**config.mk**
```make
export PLATFORM = sky130hd
export DESIGN_NAME = seq_signed_divider
export DESIGN_NICKNAME = d
export VERILOG_FILES = /design/src/rtl/seq_signed_divider_pkg.sv /design/src/rtl/seq_signed_divider_ripple_subtractor.sv /design/src/rtl/seq_signed_divider.sv
export SDC_FILE = /design/constraint.sdc
export NUM_CORES = 1
export LEC_CHECK = 0
export ABC_AREA = 1
export BUFFER_PORTS_ARGS = -buffer_cell sky130_fd_sc_hd__buf_2
export CAP_MARGIN = 15
export CORE_AREA = 5 5 187 171
export CTS_BUF_LIST = sky130_fd_sc_hd__clkbuf_16
export DETAILED_ROUTE_END_ITERATION = 7
export DIE_AREA = 0 0 192 176
export GPL_TIMING_DRIVEN = 0
export PLACE_DENSITY = 0.63
export REMOVE_ABC_BUFFERS = 1
export SLEW_MARGIN = 20
export SYNTH_ARGS = -nofsm -noshare
export SYNTH_HDL_FRONTEND = slang
export SYNTH_SLANG_ARGS = --single-unit
export TNS_END_PERCENT = 1
```
**constraint.sdc**
```tcl
create_clock -name clk -period 28.1 [get_ports clk]
set_clock_uncertainty 0.2 [all_clocks]
set_input_delay 2.81 -clock clk [delete_from_list [all_inputs] [get_ports clk]]
set_output_delay 2.81 -clock clk [all_outputs]
set_load 0.05 [all_outputs]
```
**src/rtl/seq_signed_divider_pkg.sv**
```systemverilog
`default_nettype none
// ============================================================================
// Module      : seq_signed_divider_pkg
// Description : Shared definitions for the sequential signed divider.
//               - Controller state encodings (2-bit).
//               - Iteration-counter width helper, clog2(N+1).
// Revision    : 1.0  initial release
// ============================================================================
package seq_signed_divider_pkg;

    localparam int c_STATE_W = 2;

    localparam logic [c_STATE_W-1:0] c_IDLE    = 2'd0;
    localparam logic [c_STATE_W-1:0] c_CALC    = 2'd1;
    localparam logic [c_STATE_W-1:0] c_FIXUP   = 2'd2;
    localparam logic [c_STATE_W-1:0] c_SPECIAL = 2'd3;

    // Width of the iteration counter for an n-bit divide.
    function automatic int cnt_width(input int n);
        return $clog2(n + 1);
    endfunction

endpackage
`default_nettype wire

```
**src/rtl/seq_signed_divider_ripple_subtractor.sv**
```systemverilog
`default_nettype none
// ============================================================================
// Module      : ripple_subtractor
// Description : Combinational W-bit subtractor, Diff = A + ~B + 1, built as a
//               ripple chain of full adders.
// Ports       : A, B    W-bit operands
//               Diff    W-bit difference
//               Borrow  high when A < B (inverted carry-out)
// Revision    : 1.0  initial release
// ============================================================================
module ripple_subtractor #(
    parameter int W = 33
) (
    input  logic [W-1:0] A,
    input  logic [W-1:0] B,
    output logic [W-1:0] Diff,
    output logic         Borrow
);

    logic [W:0] w_carry;

    // Carry-in of 1 completes the two's-complement of B.
    assign w_carry[0] = 1'b1;

    generate
        for (genvar i = 0; i < W; i++) begin : g_bit
            logic w_b_inv;
            assign w_b_inv        = ~B[i];
            assign Diff[i]        = A[i] ^ w_b_inv ^ w_carry[i];
            assign w_carry[i + 1] = (A[i] & w_b_inv) | (w_carry[i] & (A[i] ^ w_b_inv));
        end
    endgenerate

    assign Borrow = ~w_carry[W];

endmodule
`default_nettype wire

```
**src/rtl/seq_signed_divider.sv**
```systemverilog
`default_nettype none
// ============================================================================
// Module      : seq_signed_divider
// Description : Multi-cycle signed restoring divider, one quotient bit per
//               cycle. Quotient truncates toward zero, remainder takes the
//               sign of the dividend. Divide-by-zero and MIN_INT/-1 are
//               resolved in a single SPECIAL cycle.
// Ports       : clk, rst            clock, asynchronous active-high reset
//               start               request, sampled only in IDLE
//               Dividend, Divisor   N-bit signed operands
//               Quotient, Remainder N-bit signed results (held until next done)
//               busy                operation in progress
//               done                one-cycle result-valid pulse
//               DivByZero, Overflow status of the last completed operation
// Revision    : 1.0  initial release
// ============================================================================
module seq_signed_divider
    import seq_signed_divider_pkg::*;
#(
    parameter int N = 32
) (
    input  logic         clk,
    input  logic         rst,
    input  logic         start,
    input  logic [N-1:0] Dividend,
    input  logic [N-1:0] Divisor,
    output logic [N-1:0] Quotient,
    output logic [N-1:0] Remainder,
    output logic         busy,
    output logic         done,
    output logic         DivByZero,
    output logic         Overflow
);

    localparam int              c_CW       = cnt_width(N);
    localparam logic [N-1:0]    c_MIN_INT  = {1'b1, {(N-1){1'b0}}};
    localparam logic [N-1:0]    c_ALL_ONES = {N{1'b1}};
    localparam logic [c_CW-1:0] c_LAST     = c_CW'(N - 1);

    logic [c_STATE_W-1:0] r_state;
    logic [c_STATE_W-1:0] w_state_next;

    logic [N-1:0]    r_rem;       // committed partial remainder (always < divisor)
    logic [N-1:0]    r_quo;       // dividend magnitude shifting out, quotient shifting in
    logic [N-1:0]    r_dvs;       // divisor magnitude
    logic [c_CW-1:0] r_cnt;
    logic            r_neg_q;
    logic            r_neg_r;
    logic            r_dbz_case;

    logic [N-1:0]    r_quotient;
    logic [N-1:0]    r_remainder;
    logic            r_busy;
    logic            r_done;
    logic            r_dbz;
    logic            r_ovf;

    logic            w_special;
    logic [N-1:0]    w_dvd_abs;
    logic [N-1:0]    w_dvs_abs;
    logic [N:0]      w_shift;
    logic [N:0]      w_diff;
    logic            w_borrow;
    logic            w_take;
    logic [N-1:0]    w_q_fix;
    logic [N-1:0]    w_r_fix;

    assign w_special = (Divisor == '0) ||
                       ((Dividend == c_MIN_INT) && (Divisor == c_ALL_ONES));

    // |MIN_INT| wraps to the MIN_INT bit pattern, which read as unsigned is
    // exactly 2^(N-1), so the magnitudes fit in N unsigned bits.
    assign w_dvd_abs = Dividend[N-1] ? (~Dividend + 1'b1) : Dividend;
    assign w_dvs_abs = Divisor[N-1]  ? (~Divisor  + 1'b1) : Divisor;

    // N+1-bit shifted partial remainder for this iteration.
    assign w_shift = {r_rem, r_quo[N-1]};

    ripple_subtractor #(
        .W (N + 1)
    ) u_trial_sub (
        .A      (w_shift),
        .B      ({1'b0, r_dvs}),
        .Diff   (w_diff),
        .Borrow (w_borrow)
    );

    // Trial difference is non-negative: no borrow and a clear sign bit.
    assign w_take = ~w_borrow & ~w_diff[N];

    assign w_q_fix = r_neg_q ? (~r_quo + 1'b1) : r_quo;
    assign w_r_fix = r_neg_r ? (~r_rem + 1'b1) : r_rem;

    // ------------------------------------------------------------------
    // Controller
    // ------------------------------------------------------------------
    always_ff @(posedge clk or posedge rst) begin
        if (rst) begin
            r_state <= c_IDLE;
        end else begin
            r_state <= w_state_next;
        end
    end

    always_comb begin
        w_state_next = r_state;
        case (r_state)
            c_IDLE: begin
                if (start) begin
                    w_state_next = w_special ? c_SPECIAL : c_CALC;
                end
            end
            c_CALC: begin
                if (r_cnt == c_LAST) begin
                    w_state_next = c_FIXUP;
                end
            end
            c_FIXUP:   w_state_next = c_IDLE;
            c_SPECIAL: w_state_next = c_IDLE;
            default:   w_state_next = c_IDLE;
        endcase
    end

    // ------------------------------------------------------------------
    // Datapath and registered outputs
    // ------------------------------------------------------------------
    always_ff @(posedge clk or posedge rst) begin
        if (rst) begin
            r_rem       <= '0;
            r_quo       <= '0;
            r_dvs       <= '0;
            r_cnt       <= '0;
            r_neg_q     <= 1'b0;
            r_neg_r     <= 1'b0;
            r_dbz_case  <= 1'b0;
            r_quotient  <= '0;
            r_remainder <= '0;
            r_busy      <= 1'b0;
            r_done      <= 1'b0;
            r_dbz       <= 1'b0;
            r_ovf       <= 1'b0;
        end else begin
            r_done <= 1'b0;
            case (r_state)
                c_IDLE: begin
                    if (start) begin
                        r_busy     <= 1'b1;
                        r_cnt      <= '0;
                        r_rem      <= '0;
                        r_neg_q    <= Dividend[N-1] ^ Divisor[N-1];
                        r_neg_r    <= Dividend[N-1];
                        r_dbz_case <= (Divisor == '0);
                        r_dvs      <= w_dvs_abs;
                        // Special cases keep the raw dividend: divide-by-zero
                        // returns it unchanged as the remainder.
                        r_quo      <= w_special ? Dividend : w_dvd_abs;
                    end
                end
                c_CALC: begin
                    r_rem <= w_take ? w_diff[N-1:0] : w_shift[N-1:0];
                    r_quo <= {r_quo[N-2:0], w_take};
                    r_cnt <= r_cnt + c_CW'(1);
                end
                c_FIXUP: begin
                    r_quotient  <= w_q_fix;
                    r_remainder <= w_r_fix;
                    r_dbz       <= 1'b0;
                    r_ovf       <= 1'b0;
                    r_busy      <= 1'b0;
                    r_done      <= 1'b1;
                end
                c_SPECIAL: begin
                    if (r_dbz_case) begin
                        r_quotient  <= c_ALL_ONES;
                        r_remainder <= r_quo;
                        r_dbz       <= 1'b1;
                        r_ovf       <= 1'b0;
                    end else begin
                        r_quotient  <= c_MIN_INT;
                        r_remainder <= '0;
                        r_dbz       <= 1'b0;
                        r_ovf       <= 1'b1;
                    end
                    r_busy <= 1'b0;
                    r_done <= 1'b1;
                end
                default: begin
                    r_busy <= 1'b0;
                end
            endcase
        end
    end

    assign Quotient  = r_quotient;
    assign Remainder = r_remainder;
    assign busy      = r_busy;
    assign done      = r_done;
    assign DivByZero = r_dbz;
    assign Overflow  = r_ovf;

endmodule
`default_nettype wire
```
Yosys cells after proc, flatten, opt, wreduce, memory -nomap -nowiden:

Index checks and enable logic that the tools add are counted.

* input port bits: 67
* output and inout bits: 68
* logic and storage cells: 268
* register bits after elaboration: 175

* reductions and logical operators: 12
* bitwise operators: 202
* eq/ne operators: 8
* mux-type cells: 27
* $add $sub $neg: 5

Operators by type and width (count)
* $mux 32: 9
* $pmux 32 s2: 4
* $add 32x1->32 const B: 4
* $not 32->32: 4
* $and 1x1->1: 65
* $xor 1x1->1: 65
* $eq 32x32->1 const B: 2
* $not 1->1: 35
* $or 1x1->1: 33
* $logic_not 32->1: 1
* $mux 31: 1
* $pmux 6 s2: 1
* $reduce_and 2->1: 4
* $add 6x1->6 const B: 1
* $eq 6x5->1 const B: 1
* $mux 2: 3
* $mux 6: 1
* $pmux 1 s2: 3
* $pmux 2 s3: 1
* $reduce_bool 2->1: 3
* $eq 2x2->1 const B: 2
* $mux 1: 4
* $ne 2x2->1 const B: 2
* $eq 2x1->1 const B: 1
* 4 further kinds: 4

Logic depth before layout (Yosys ltp):

* word-level depth: 70
* gate-level depth with buffers: 43
* mapped depth without buffers: 42

Cells and area by module:

Synthesis repeated with hierarchy kept, for this count alone.

* cells, all modules: 1787
* area total of the unflattened synthesis: 12384.4 sq um

By module, submodules not included
* seq_signed_divider: area an instance 11479.8 sq um, seq. area each 4379.2 sq um, cells each 1687, instances 1
* ripple_subtractor: area an instance 904.6 sq um, seq. area each 0.0 sq um, cells each 100, instances 1

Least setup slack after synthesis:

Ideal clock, no wire load.

* path kind: register to register
* start: register r_quo[31]
* end: register r_rem[0]
* stages on the path, launching flop included: 44
* arrival time: 12926 ps
* clock period less this slack: 13217 ps
* path buffers: 1
* setup slack: 14883 ps
* data required time: 27810 ps
* setup time: 90 ps
* path through: dfrtp_1 inv_1 ha_1 inv_1 fa_1 inv_1 fa_1 inv_1 fa_1 fa_1 fa_1 fa_1 fa_1 fa_1 fa_1 fa_1 fa_1 fa_1 (+8 left out) fa_1 fa_1 fa_1 fa_1 fa_1 fa_1 fa_1 fa_1 fa_1 fa_1 inv_1 fa_1 or2_2 nand2_1 inv_1 clkbuf_1 nand2_1 o221ai_1

* word-level cells in the longest chain between the ends: 69
* elaborated cells between the ends (all ways): 73
* classes of those cells: mux: 2; bitwise: 71

Ends and longest elaborated chain
* start: declaration: RTL line seq_signed_divider.sv:44 `logic [N-1:0] r_quo;`
* start signal: assignment: RTL line seq_signed_divider.sv:156 `r_quo <= w_special ? Dividend : w_dvd_abs;`
* start signal: assignment: RTL line seq_signed_divider.sv:161 `r_quo <= {r_quo[N-2:0], w_take};`
* $and 1x1->1 / $xor 1x1->1 (equally long branches): RTL line seq_signed_divider_ripple_subtractor.sv:30, seq_signed_divider_ripple_subtractor.sv:29
* $or 1x1->1: RTL line seq_signed_divider_ripple_subtractor.sv:30 `assign w_carry[i + 1] = (A[i] & w_b_inv) | (w_carry[i] & (A[i] ^ w_b_inv));`
* $and 1x1->1: RTL line seq_signed_divider_ripple_subtractor.sv:30
* $or 1x1->1: RTL line seq_signed_divider_ripple_subtractor.sv:30
* $and 1x1->1: RTL line seq_signed_divider_ripple_subtractor.sv:30
* $or 1x1->1: RTL line seq_signed_divider_ripple_subtractor.sv:30
* $and 1x1->1: RTL line seq_signed_divider_ripple_subtractor.sv:30
* $or 1x1->1: RTL line seq_signed_divider_ripple_subtractor.sv:30
* (+53 left out)
* $or 1x1->1: RTL line seq_signed_divider_ripple_subtractor.sv:30
* $and 1x1->1: RTL line seq_signed_divider_ripple_subtractor.sv:30
* $or 1x1->1: RTL line seq_signed_divider_ripple_subtractor.sv:30
* $and 1x1->1 / $xor 1x1->1 (equally long branches): RTL line seq_signed_divider_ripple_subtractor.sv:30, seq_signed_divider_ripple_subtractor.sv:29
* $or 1x1->1 / $not 1->1 (equally long branches): RTL line seq_signed_divider_ripple_subtractor.sv:30, seq_signed_divider.sv:89
* $and 1x1->1: RTL line seq_signed_divider.sv:89 `assign w_take = ~w_borrow & ~w_diff[N];`
* $mux 32 (*): RTL line seq_signed_divider.sv:160 `r_rem <= w_take ? w_diff[N-1:0] : w_shift[N-1:0];`
* $pmux 32 s2 (*): RTL line seq_signed_divider.sv:144 `case (r_state)`
* end signal: assignment: RTL line seq_signed_divider.sv:160
* end: declaration: RTL line seq_signed_divider.sv:43 `logic [N-1:0] r_rem;`

Mark *: on every way between the ends. The rest lies on a longest branch, timed or not.
A chain may end at the register's enable or synchronous reset.

Final worst setup path:

* start: register r_quo[31]
* end: register r_rem[31]

* word-level cells in the longest chain between the ends: 69
* elaborated cells between the ends (all ways): 73
* classes of those cells: mux: 2; bitwise: 71

Ends and longest elaborated chain (RTL line)
* $and 1x1->1 / $xor 1x1->1 (equally long branches): seq_signed_divider_ripple_subtractor.sv:30
* $or 1x1->1 (*): seq_signed_divider_ripple_subtractor.sv:30
* $and 1x1->1 (*): seq_signed_divider_ripple_subtractor.sv:30
* $or 1x1->1 (*): seq_signed_divider_ripple_subtractor.sv:30
* $and 1x1->1 (*): seq_signed_divider_ripple_subtractor.sv:30
* $or 1x1->1 (*): seq_signed_divider_ripple_subtractor.sv:30
* $and 1x1->1 (*): seq_signed_divider_ripple_subtractor.sv:30
* $or 1x1->1 (*): seq_signed_divider_ripple_subtractor.sv:30
* (+53 left out)
* $or 1x1->1 (*): seq_signed_divider_ripple_subtractor.sv:30
* $and 1x1->1: seq_signed_divider_ripple_subtractor.sv:30
* $or 1x1->1: seq_signed_divider_ripple_subtractor.sv:30
* $and 1x1->1 / $xor 1x1->1 (equally long branches): seq_signed_divider_ripple_subtractor.sv:30, seq_signed_divider_ripple_subtractor.sv:29
* $or 1x1->1 / $not 1->1 (equally long branches): seq_signed_divider_ripple_subtractor.sv:30, seq_signed_divider.sv:89
* $and 1x1->1: seq_signed_divider.sv:89
* $mux 32 (*): seq_signed_divider.sv:160
* $pmux 32 s2 (*): seq_signed_divider.sv:144

Marked as above.

==> summary.md <==
| Metric | Value |
|---|---|
| Critical path fanouts, max | 30 |
| Filler Cell Count | 3,001 |
| First DRT Iteration DRCs | 1,184 |
| Yosys top cell area share | 36.5% |
| Number of port buffers | 134 |
| Nets | ~1,900 |
| Total routed wirelength | 38.0 mm |
| CTS tree | yes |
| Leakage | roughly 6.7 nW |
| Status | finished, final reports clean |
| WL/cell | ~17 um |
| Fraction of power consumed by combinational cells | 55.0% |
| Setup TNS | 0 ns |
| Total global-route track usage | 22.6% |
| RSZ-0062 raised after global routing | no |
| PD cells | between 100 and 150 nW/um2 |
| FF+latch area | 4380 um2 |
| Share of post-route cells with drive strength above 1 | between 10% and 20% |
| Post-DP HPWL | 27.9 mm |
| Startpoint types | flop |
| Clk Latency, worst-skew pair | between 0.4 and 0.5 ns |
| Rows | 60 |
| H-tree levels | 4 |
| DRC | 0 |
| First-pass GRT wire length | 61.1 mm |
| Vias in the first global route | 11,140 |
| Initial antenna violation count | 3 |
| Cell Area, Synth | 12,000 um2 |
| Cells after synthesis | between 1,500 and 2,000 |
| Total CTS buffers | 17 |
| Tot Pwr | 1.68 mW |
| Top FF cell, synth | dfrtp_1 |
| Final setup fails | 0 |
| Die Wd | 192 um |
| Max cap viols | 0 |
| Synth top area cells | dfrtp_1, nand2_1, nand3_1, inv_1, nor2_1 |
| Register area share after synthesis | 36.5% |
| R2r startpoint | r_quo[31] |
| Multi-input combinational cell area | 6560 um2 |
| DP Area | 13,000 um2 |
| Die ar. | 33,800 um2 |
| Hold_buf cts | 0 |
| Worst-path clk slew | about 0.07 ns |
| Setup Fix Bufs, Post-CTS | 0 |
| I/O pin count | 135 |
| Vias | 11,819 |
| Worst slew pin tran | 1.10 ns |
| Yosys warnings | 0 |
| Fin. Hold Viols | 0 |
| Worst vdd ir | 75.8 uV |
| Clock share of power | 14.1% |
| Largest net degree at the start of global routing | just over 100 |
| Netlist cell types | 42 |
| Critical Path End Type | flop |
| Max clock buf depth | 2 |
| P_sw | 0.879 mW |
| Clock Sinks | 175 |
| Area leader, netlist | dfrtp_1 |
| Vias per inst | 5.40 |
| Pre-antenna DRT Iters | 6 |
| Die H | 176 um |
| Initial Utilization | 40.5% |
| Gp weighted congestion | 0.902 |
| Cell mode on critical path | fa_1 |
| Pint | around 0.8 mW |
| Flops & latches, synth | approximately 180 |
| Routed Antenna Nets | 0 |
| Min Tclk post-route | roughly 15 ns |
| Setup crit start | r_quo[31] |
| Grt ovf | 0 |
| Period utilization | 53.2% |
| Post-synth ARST share | 100% |
| WS Path Type | reg2reg |
| Post-route cell area | 13,600 um2 |
| Clock root buffer | clkbuf_16 |
| # resized after CTS | 0 |
| Slew Limit Fails | 0 |
| Worst endpoint required time | ~28 ns |
| CP max stage cell | inv_1 |
| Fmax | 66.9 MHz |
| Core Area | 29,700 um2 |
| Reg power frac | 30.9% |
| Crit path arrival time | 15.09 ns |
| Syn-to-layout area delta | 13.0% |
| Post-synth EDFFs | 0 |
| Min-delay worst type | reg2reg |
| Sw frac | 52.5% |
| Peak per-stage delay on the critical path | a little over 0.8 ns |
| Slew margin rel. | 26.8% |
| Hold Startpoint | DivByZero |
| Syn avg cell area | 7.10 um2 |
-- layer usage --
metal  vias up  track usage, %  part of all wire (%)
li1       5711               -                     -
met1      5684            34.0                    48
met2       380            34.4                    44
met3        38            3.84                   6.6
met4         6            4.72                   1.3
met5         -               0                 0.089
-- per-stage QoR --
stage	hold slack [ns]	std cells	setup slack, ns	util [%]
4_1_cts	0.285	2188	13.08	45.7
3_5_place_dp	0.266	2158	13.08	43.9
5_1_grt	0.308	2188	12.64	45.8
6_report	0.283	2190	13.15	45.8
3_3_place_gp	0.261	2153	13.27	43.4
2_1_floorplan	0.249	1616	14.64	-
-- power by group through the flow --
| stage | logic, mW | registers, mW | clock network [mW] |
|---|---|---|---|
| floorplan | 0.522 | 0.627 | 0 |
| global placement | 0.891 | 0.517 | 0 |
| detailed placement | 0.922 | 0.519 | 0 |
| CTS | 0.926 | 0.515 | 0.237 |
| global route | 1.04 | 0.535 | 0.247 |
| finish | 0.922 | 0.518 | 0.236 |
-- worst paths after layout --
path,cells after the start,endpoint,slack [ns]
worst min register to register,2,DivByZero,0.28
max in group asynchronous,4,r_state[1],24.57
worst min-delay path,2,DivByZero,0.28
worst max-delay path,42,r_rem[31],13.15
min in group asynchronous,2,r_dvs[3],2.06
worst max register to register,42,r_rem[31],13.15
-- logic make-up (layout without fill, tap and decap cells) --
kind of cell | Yosys count | after routing | synth area share, %
AO/OA/AOI/OAI | 271 | 271 | 13.4
flip-flops | 175 | 175 | 36.5
adder cells (fa/ha/maj) | 38 | 38 | 5.89
AND/OR/NAND/NOR | 892 | 892 | 32.4
buffers and inverters | 279 | 372 | 9.16
other | 0 | 2 | 0
XOR/XNOR | 37 | 37 | 2.70
-- sequential cells by signal, indices dropped and copies added (netlist names) --
name and flops:
r_neg_q 1, r_cnt 6, r_rem 32, r_quo 32, busy 1, done 1, Remainder 32, r_state 2
r_dvs 32, Overflow 1, Quotient 32, DivByZero 1, r_dbz_case 1, r_neg_r 1
-- critical path: cells and delay by family, from the launching register on --
kind                       cells  cell delay (ns)
and+or+nand+nor                3             0.73
adders and majority gates     32            11.84
DFF                            1             0.48
buffers and inverters          6             1.32
AOI/OAI and AO/OA              1             0.27
-- cell usage in the layout, fill, tap and decap left out, types with 3 or more instances in the layout --
cell type / netlist / final
nand2_1: 432 / 432
nand3_1: 203 / 201
inv_1: 196 / 196
dfrtp_1: 175 / 173
nor2_1: 166 / 164
buf_2: 12 / 134
a21oi_1: 87 / 87
o21ai_0: 85 / 85
xor2_1: 36 / 36
fa_1: 31 / 31
o221ai_1: 27 / 27
nand4_1: 26 / 26
nor2_2: 18 / 18
o211ai_1: 18 / 18
clkbuf_16: 0 / 17
nor3_1: 16 / 16
a22oi_1: 12 / 12
o22ai_1: 11 / 11
nand3_2: 8 / 10
o21bai_1: 10 / 10
nor2_4: 6 / 8
o21ai_1: 7 / 7
ha_1: 7 / 7
or2_2: 6 / 6
o31ai_1: 6 / 6
inv_2: 5 / 5
clkinv_1: 1 / 4
nand3b_1: 4 / 4
nor4_1: 3 / 3
a31oi_1: 3 / 3
clkinv_4: 0 / 3
buf_16: 0 / 3
-- cell type report --
cell class / instances / area share (%)
Sequential cell: 175 / 32.3
Tap cell: 403 / 3.72
Inverter: 203 / 5.73
Clock buffer: 17 / 3.13
Clock inverter: 13 / 0.931
Antenna cell: 2 / 0.0369
Timing Repair Buffer: 139 / 5.84
Multi-Input combinational cell: 1238 / 48.3
-- Yosys cell counts (8+ instances only) --
library cell / n
a22oi_1: 12
nand3_2: 8
inv_1: 196
nor2_1: 166
a21oi_1: 87
o22ai_1: 11
nor3_1: 16
fa_1: 31
nand4_1: 26
xor2_1: 36
clkbuf_1: 52
nand3_1: 203
buf_2: 12
nor2_2: 18
nand2_1: 432
o21bai_1: 10
o221ai_1: 27
o21ai_0: 85
o211ai_1: 18
dfrtp_1: 175
No activity file was read; power rests on OpenSTA's default activity.
